==> src/rtl/pcm_output_stage_pkg.sv <==
// Shared constants and FSM encoding for the PCM output stage.
package pcm_output_stage_pkg;
  localparam int GRANULE_LINES = 576;
  localparam int LINE_ADDR_W   = 10;
  localparam int SAMPLE_W      = 18;
  localparam int PCM_W         = 16;

  typedef enum logic [1:0] {
    ST_IDLE   = 2'd0,
    ST_FETCH  = 2'd1,
    ST_DRAIN  = 2'd2,
    ST_FINISH = 2'd3
  } pcm_state_e;
endpackage

==> src/rtl/pcm_out_fifo.sv <==
// Synchronous FIFO with a registered head entry; count covers storage plus head.
module pcm_out_fifo #(
  parameter int W     = 17,
  parameter int DEPTH = 4,
  parameter int CNT_W = $clog2(DEPTH + 1)
) (
  input  logic             clk,
  input  logic             rst_n,
  input  logic             push,
  input  logic [W-1:0]     push_data,
  input  logic             pop,
  output logic             head_valid,
  output logic [W-1:0]     head_data,
  output logic [CNT_W-1:0] count
);
  localparam int PTR_W = $clog2(DEPTH);

  logic [W-1:0]     mem_q [DEPTH];
  logic [PTR_W-1:0] wr_ptr_q, wr_ptr_d;
  logic [PTR_W-1:0] rd_ptr_q, rd_ptr_d;
  logic [CNT_W-1:0] mem_cnt_q, mem_cnt_d;
  logic             head_valid_q, head_valid_d;
  logic [W-1:0]     head_data_q, head_data_d;
  logic             pop_ok;
  logic             load;

  always_comb begin
    pop_ok       = pop & head_valid_q;
    // Refill the head whenever it is empty or being consumed this cycle.
    load         = (mem_cnt_q != '0) && (!head_valid_q || pop_ok);
    head_valid_d = head_valid_q;
    head_data_d  = head_data_q;
    if (load) begin
      head_valid_d = 1'b1;
      head_data_d  = mem_q[rd_ptr_q];
    end else if (pop_ok) begin
      head_valid_d = 1'b0;
    end
    mem_cnt_d = mem_cnt_q + CNT_W'(push) - CNT_W'(load);
    wr_ptr_d  = push ? wr_ptr_q + PTR_W'(1) : wr_ptr_q;
    rd_ptr_d  = load ? rd_ptr_q + PTR_W'(1) : rd_ptr_q;
  end

  always_ff @(posedge clk) begin
    if (push) mem_q[wr_ptr_q] <= push_data;
  end

  always_ff @(posedge clk or negedge rst_n) begin
    if (!rst_n) begin
      wr_ptr_q     <= '0;
      rd_ptr_q     <= '0;
      mem_cnt_q    <= '0;
      head_valid_q <= 1'b0;
      head_data_q  <= '0;
    end else begin
      wr_ptr_q     <= wr_ptr_d;
      rd_ptr_q     <= rd_ptr_d;
      mem_cnt_q    <= mem_cnt_d;
      head_valid_q <= head_valid_d;
      head_data_q  <= head_data_d;
    end
  end

  assign head_valid = head_valid_q;
  assign head_data  = head_data_q;
  assign count      = mem_cnt_q + CNT_W'(head_valid_q);
endmodule

==> src/rtl/pcm_output_stage.sv <==
// Reads one granule from the filter-bank RAM, rounds/saturates to 16-bit PCM and streams it out.
// pcm stream: a word moves only on a cycle with pcm_valid & pcm_ready; while pcm_valid is high
// and pcm_ready low, pcm_data/pcm_last hold; pcm_valid never drops without a transfer except on reset.
module pcm_output_stage
  import pcm_output_stage_pkg::*;
#(
  parameter int FRAC_SHIFT = 2,
  parameter int FIFO_DEPTH = 4
) (
  input  logic                   clk,
  input  logic                   rst_n,
  output logic [LINE_ADDR_W-1:0] mem_addr,
  input  logic [SAMPLE_W-1:0]    mem_data,
  output logic                   pcm_valid,
  input  logic                   pcm_ready,
  output logic [PCM_W-1:0]       pcm_data,
  output logic                   pcm_last,
  input  logic                   start,
  output logic                   busy,
  output logic                   done,
  output pcm_state_e             dbg_state
);
  localparam int CNT_W = $clog2(FIFO_DEPTH + 1);
  localparam logic [LINE_ADDR_W-1:0] LAST_ADDR = LINE_ADDR_W'(GRANULE_LINES - 1);
  localparam logic signed [SAMPLE_W:0] RND     = (SAMPLE_W+1)'(1 << (FRAC_SHIFT - 1));
  localparam logic signed [SAMPLE_W:0] PCM_MAX = (SAMPLE_W+1)'((1 << (PCM_W - 1)) - 1);
  localparam logic signed [SAMPLE_W:0] PCM_MIN = (SAMPLE_W+1)'(-(1 << (PCM_W - 1)));

  pcm_state_e             state_q, state_d;
  logic [LINE_ADDR_W-1:0] rd_cnt_q, rd_cnt_d;
  logic                   rd_pend_q, rd_pend_d;
  logic                   rd_last_q, rd_last_d;
  logic                   issue;
  logic [CNT_W:0]         occupancy;
  logic [CNT_W-1:0]       fifo_count;
  logic                   head_valid;
  logic [PCM_W:0]         head_word;
  logic signed [SAMPLE_W:0] conv_t;
  logic signed [SAMPLE_W:0] conv_y;
  logic [PCM_W-1:0]       conv_pcm;
  logic                   last_xfer;

  // Round half-up, arithmetic shift, then clamp to the PCM range.
  always_comb begin
    conv_t = $signed({mem_data[SAMPLE_W-1], mem_data}) + RND;
    conv_y = conv_t >>> FRAC_SHIFT;
    if (conv_y > PCM_MAX)      conv_pcm = PCM_MAX[PCM_W-1:0];
    else if (conv_y < PCM_MIN) conv_pcm = PCM_MIN[PCM_W-1:0];
    else                       conv_pcm = conv_y[PCM_W-1:0];
  end

  always_comb begin
    state_d   = state_q;
    rd_cnt_d  = rd_cnt_q;
    issue     = 1'b0;
    occupancy = (CNT_W+1)'(fifo_count) + (CNT_W+1)'(rd_pend_q);
    last_xfer = head_valid & pcm_ready & head_word[PCM_W];
    case (state_q)
      ST_IDLE: begin
        if (start) begin
          state_d  = ST_FETCH;
          rd_cnt_d = '0;
        end
      end
      ST_FETCH: begin
        // Reads still in flight count against the FIFO so it can never overflow.
        if (occupancy < (CNT_W+1)'(FIFO_DEPTH)) begin
          issue = 1'b1;
          if (rd_cnt_q == LAST_ADDR) state_d = ST_DRAIN;
          else                       rd_cnt_d = rd_cnt_q + LINE_ADDR_W'(1);
        end
      end
      ST_DRAIN: begin
        if (last_xfer) state_d = ST_FINISH;
      end
      ST_FINISH: begin
        state_d  = ST_IDLE;
        rd_cnt_d = '0;
      end
      default: state_d = ST_IDLE;
    endcase
    rd_pend_d = issue;
    rd_last_d = issue && (rd_cnt_q == LAST_ADDR);
  end

  always_ff @(posedge clk or negedge rst_n) begin
    if (!rst_n) begin
      state_q   <= ST_IDLE;
      rd_cnt_q  <= '0;
      rd_pend_q <= 1'b0;
      rd_last_q <= 1'b0;
    end else begin
      state_q   <= state_d;
      rd_cnt_q  <= rd_cnt_d;
      rd_pend_q <= rd_pend_d;
      rd_last_q <= rd_last_d;
    end
  end

  pcm_out_fifo #(
    .W     (PCM_W + 1),
    .DEPTH (FIFO_DEPTH),
    .CNT_W (CNT_W)
  ) u_fifo (
    .clk        (clk),
    .rst_n      (rst_n),
    .push       (rd_pend_q),
    .push_data  ({rd_last_q, conv_pcm}),
    .pop        (pcm_ready),
    .head_valid (head_valid),
    .head_data  (head_word),
    .count      (fifo_count)
  );

  assign mem_addr  = rd_cnt_q;
  assign pcm_valid = head_valid;
  assign pcm_data  = head_word[PCM_W-1:0];
  assign pcm_last  = head_valid & head_word[PCM_W];
  assign busy      = (state_q != ST_IDLE);
  assign done      = (state_q == ST_FINISH);
  assign dbg_state = state_q;
endmodule

==> config.mk <==
export PLATFORM = sky130hd
export DESIGN_NAME = pcm_output_stage
export DESIGN_NICKNAME = d
export VERILOG_FILES = /design/src/rtl/pcm_output_stage_pkg.sv /design/src/rtl/pcm_out_fifo.sv /design/src/rtl/pcm_output_stage.sv
export SDC_FILE = /design/constraint.sdc
export NUM_CORES = 1
export LEC_CHECK = 0
export ABC_AREA = 1
export CAP_MARGIN = 25
export CORE_AREA = 2 2 113 142
export DETAILED_ROUTE_END_ITERATION = 16
export DIE_AREA = 0 0 115 144
export PLACE_DENSITY_LB_ADDON = 0.05
export SLEW_MARGIN = 20
export SYNTH_ARGS = -nofsm -noshare
export SYNTH_HDL_FRONTEND = slang
export SYNTH_SLANG_ARGS = --single-unit
export TNS_END_PERCENT = 30
==> constraint.sdc <==
create_clock -name clk -period 2.9 [get_ports clk]
set_clock_uncertainty 0.15 [all_clocks]
set_input_delay 0.725 -clock clk [delete_from_list [all_inputs] [get_ports clk]]
set_output_delay 0.725 -clock clk [all_outputs]
set_load 0.03 [all_outputs]
==> results, run 1 <==
- The flow ran to the end, and the final reports show no timing, DRC or antenna violations.
- Registers take 3020 µm².
- The XOR/XNOR share of the synthesized area is 0.0286.
- The class of the tightest hold or removal check is input port to asynchronous set/reset pin.
- The aggregate routed wire length is 11.3 mm.
- The area growth from synthesis to layout is 18.5%.
- The placement-stage cell area is 5880 µm².
- Setup violations remaining at the end of the flow were counted as 0.
- The minimum hold slack is 0.226 ns.
- Of the available clock period, the critical path in the final layout requires 0.922.
- Of the total power, the share spent switching nets is 0.397.
- The peak supply drop is 0.000331 V.
- No sink is reached through more buffers than the 2 on the longest clock path.
- The number of sinks driven by the clock tree is 107.
- The worst setup path is launched from a flop.
- The clock transition at the registers of the reported paths is 0.08 ns.
- The clock tree from TritonCTS is built.
- In this run the worst path has a maximum fanout of 5.
- The number of gates resized after CTS was 0.
- The post-synthesis cell count is 554.
- The core box area is 15300 µm².
- The number of pins exceeding their max-slew limit in the final report is 0.
- The first TritonRoute pass finished after 4 iterations.
- The number of antenna violations at the first check in global routing is 0.
- The critical path is of the flop to output pin type.
- Across every metal layer, demand over resource in global routing totals 0.145.
- Headroom to the max-slew limit came out at 0.593.
- The multi-input logic area is 1790 µm².
- Across all layers, the routed design uses 3716 vias.
- The count of buffers added on input and output ports is 52.
- The mux contribution to synthesized area is 0.
- From left edge to right edge, the die measures 115 µm.
- The sequential share of power is 0.389.
- The per-cell via count in the routed design is 4.69.
- The clock period could shrink to 2.67 ns.
- The post-route DRC violation count is 0.
- The CTS root buffer is sky130_fd_sc_hd__clkbuf_16.
- The number of hold-slack violations in the final timing report is 0.
- The part of the total power dissipated in combinational logic is 0.401.
- The count of different cell masters after synthesis is 30.
- Buffers inserted to repair hold after CTS numbered 0.
- Setup repair after global routing left no endpoint under its margin.
- Across the run, the number of max-cap violations was 0.
- The antenna diode count is 0.
- The die covers 16600 µm².
- The via count of the first global-routing pass is 3598.
- The completed layout was analyzed and its total power is 0.00564 W.
- The fraction of the mapped netlist area in adder cells is 0.0399.
- The worst setup path is captured at an output pin.
- Counting the buffers created by CTS gives 9.
- The final standard cell area without fillers is 6170 µm².
- Counting flops and latches in the post-synthesis netlist gives 107.
- The first global-routing pass estimated 18.3 mm of wire.
- At the end of routability-driven placement, the weighted congestion stood at 0.863.
- Once the clock tree was built, the setup fixing pass inserted 0 buffers.
- A synthesized cell averages 9.39 µm².
- The largest net degree at the start of global routing is 36.
- The leakage dissipation is 2.53 nW.
- Data on the critical path is required at its endpoint by 2.03 ns.
- Yosys attributes the largest share of cell area to sky130_fd_sc_hd__edfxtp_1 (39%), sky130_fd_sc_hd__dfrtp_1 (19%), sky130_fd_sc_hd__nor2_1 (8.7%).
- The accumulated negative setup slack is 0 ns.
- The net count of the finished layout is 641.
- The cell area that synthesis handed to floorplanning was 5200 µm².
- The number of levels the H-tree was split into is 3.
- For the pin with the worst max-slew slack, the measured transition is 0.610 ns.
- Of the synthesized area, sequential elements account for 0.580.
- The number of standard-cell rows in the floorplan is 51.
- The internal power summed over all cells is 0.00340 W.
- The power per cell area is 915 nW/µm².
- The die height is 144 µm.
- After filler insertion, the fill cell instance count of the layout stands at 1587.
- The I/O pin count is 54.
- The total net switching power is 0.00224 W.
- The relative contribution of the clock network to total power is 0.210.
- The proportion of layout cells with a drive suffix above 1 is 0.0806.
- The library cell occupying the most area in the post-synthesis netlist is sky130_fd_sc_hd__edfxtp_1.
- The arrival time at the worst endpoint is 1.80 ns.
- In the final routed layout, each cell accounts on average for 14.2 µm.
- The sum of net half-perimeters after detailed placement is 7.80 mm.
- Yosys printed 0 warnings.
- The detail route stage leaves a number of antenna-violating nets equal to 0.
- Summed over all layers, the global routing overflow is 0.
- The upper clock frequency limit is 374 MHz.
- The proportion of netlist area held by the largest area contributor is 0.392.
- The synthesized-area fraction occupied by ao, oa, aoi and oai cells is 0.0666.
- The post-synthesis net count is 592.
- Of the total synthesized cell area, the portion taken by AND, OR, NAND and NOR gates is 0.209.
- By area, the combinational part of the netlist is dominated by simple AND/OR/NAND/NOR gates.
- The clock network latency to the later pin of the worst-skew pair is 0.35 ns.
- The starting density of the core is 0.340.
- For this block, the initial DRC count from the detailed router was 165.
[worst max-delay path, cell delays in order (launching register included)]
cell,delay [ns]
sky130_fd_sc_hd__dfrtp_1,0.42
sky130_fd_sc_hd__inv_1,0.11
sky130_fd_sc_hd__ha_1,0.20
sky130_fd_sc_hd__inv_1,0.06
sky130_fd_sc_hd__clkdlybuf4s50_1,0.66
[per-stage QoR]
stage	util	cells	worst slack [ns]
global placement	0.384	777	0.152
finish	0.403	793	0.227
detailed placement	0.384	777	0.146
floorplan	-	554	0.344
global route	0.403	793	0.135
CTS	0.403	793	0.206
[layout make-up]
cell class	count	area share
multi-input combinational	367	0.290
timing repair buffer	70	0.108
clock inverter	6	0.00892
clock buffer	10	0.0371
tap	185	0.0375
inverter	48	0.0292
sequential	107	0.489
[final timing paths]
kind                                      start                   end  slack (ns)  cells after the start
setup / recovery                   dbg_state[0]                  busy        0.23                      4
hold / removal                            rst_n   u_fifo.head_data[7]        0.23                      1
setup reg to reg              u_fifo.head_valid           mem_addr[9]        0.82                      8
hold reg to reg            u_fifo.head_data[16]  u_fifo.head_data[16]        0.34                      2
max in group asynchronous                 rst_n           mem_addr[3]        1.80                      2
min in group clk           u_fifo.head_data[16]  u_fifo.head_data[16]        0.34                      2
[power groups by stage]
| stage | clock network, W | logic, W | registers [W] |
|---|---|---|---|
| after floorplan | 0 | 0.00170 | 0.00220 |
| after detailed placement | 0 | 0.00232 | 0.00224 |
| after CTS | 0.00123 | 0.00233 | 0.00220 |
| after global routing | 0.00128 | 0.00256 | 0.00225 |
| after global placement | 0 | 0.00229 | 0.00223 |
| final | 0.00118 | 0.00226 | 0.00220 |
[placed cells by master, fill, tap and decap left out]
master,instances
sky130_fd_sc_hd__nand2_2,3
sky130_fd_sc_hd__o22ai_1,1
sky130_fd_sc_hd__inv_6,4
sky130_fd_sc_hd__clkbuf_1,1
sky130_fd_sc_hd__o21ai_1,2
sky130_fd_sc_hd__inv_2,2
sky130_fd_sc_hd__nand2_1,119
sky130_fd_sc_hd__clkinv_4,1
sky130_fd_sc_hd__inv_1,43
sky130_fd_sc_hd__buf_2,1
sky130_fd_sc_hd__buf_4,17
sky130_fd_sc_hd__nor2_1,121
sky130_fd_sc_hd__dfrtp_1,39
sky130_fd_sc_hd__nand4_1,7
sky130_fd_sc_hd__clkinv_1,3
sky130_fd_sc_hd__o21ai_0,38
sky130_fd_sc_hd__or2_2,1
sky130_fd_sc_hd__nor2_2,4
sky130_fd_sc_hd__xnor2_1,7
sky130_fd_sc_hd__edfxtp_1,68
sky130_fd_sc_hd__clkbuf_16,9
sky130_fd_sc_hd__nor3b_1,1
sky130_fd_sc_hd__clkdlybuf4s50_1,51
sky130_fd_sc_hd__buf_12,1
sky130_fd_sc_hd__a31oi_1,16
sky130_fd_sc_hd__xor2_1,10
sky130_fd_sc_hd__nor2_4,1
sky130_fd_sc_hd__a21oi_1,1
sky130_fd_sc_hd__nand3_1,14
sky130_fd_sc_hd__fa_1,1
sky130_fd_sc_hd__inv_8,1
sky130_fd_sc_hd__o21ai_2,4
sky130_fd_sc_hd__nor3_1,1
sky130_fd_sc_hd__ha_1,15
[layer usage]
metal | track usage | vias up | routed length (µm)
li1 | - | 1891 | -
met1 | 0.168 | 1748 | 4850
met2 | 0.266 | 63 | 5840
met3 | 0.0231 | 14 | 369
met4 | 0.0590 | 0 | 230
met5 | 0 | - | 0
[cell usage after synthesis]
| library cell | n |
|---|---|
| sky130_fd_sc_hd__nand2_1 | 119 |
| sky130_fd_sc_hd__edfxtp_1 | 68 |
| sky130_fd_sc_hd__nor2_1 | 121 |
| sky130_fd_sc_hd__or2_2 | 1 |
| sky130_fd_sc_hd__a21oi_1 | 1 |
| sky130_fd_sc_hd__nand2_2 | 3 |
| sky130_fd_sc_hd__nor2_2 | 4 |
| sky130_fd_sc_hd__ha_1 | 15 |
| sky130_fd_sc_hd__nand4_1 | 7 |
| sky130_fd_sc_hd__nor3b_1 | 1 |
| sky130_fd_sc_hd__o22ai_1 | 1 |
| sky130_fd_sc_hd__inv_2 | 2 |
| sky130_fd_sc_hd__o21ai_1 | 2 |
| sky130_fd_sc_hd__nand3_1 | 14 |
| sky130_fd_sc_hd__o21ai_2 | 4 |
| sky130_fd_sc_hd__xor2_1 | 10 |
| sky130_fd_sc_hd__xnor2_1 | 7 |
| sky130_fd_sc_hd__nor3_1 | 1 |
| sky130_fd_sc_hd__a31oi_1 | 16 |
| sky130_fd_sc_hd__dfrtp_1 | 39 |
| sky130_fd_sc_hd__o21ai_0 | 38 |
| sky130_fd_sc_hd__buf_8 | 1 |
| sky130_fd_sc_hd__buf_2 | 9 |
| sky130_fd_sc_hd__nor2_4 | 1 |
| sky130_fd_sc_hd__fa_1 | 1 |
| sky130_fd_sc_hd__clkbuf_1 | 4 |
| sky130_fd_sc_hd__inv_1 | 43 |
| sky130_fd_sc_hd__buf_4 | 17 |
| sky130_fd_sc_hd__buf_6 | 1 |
| sky130_fd_sc_hd__clkinv_1 | 3 |
[state kept, by name, indices dropped and copies added, names as in the netlist]
name,flops
rd_last_q,1
u_fifo.wr_ptr_q,2
dbg_state,2
u_fifo.head_data,17
mem_addr,10
u_fifo.mem_q,68
u_fifo.head_valid,1
u_fifo.rd_ptr_q,2
rd_pend_q,1
u_fifo.mem_cnt_q,3
[logic make-up after synthesis]
logic type                 after synthesis
DFF                                    107
xor gates and xnor gates                17
AOI/OAI and AO/OA                       62
buffers and inverters                   80
adders and majority gates               16
and+or+nand+nor                        272
Power figures use the tool's default switching activity.
==> inputs of run 2 (changes only) <==
ABC_CLOCK_PERIOD_IN_PS = 2900   (was not set)
==> results of run 2 <==
The final DEF is identical to that of run 1; final timing and power are the same.
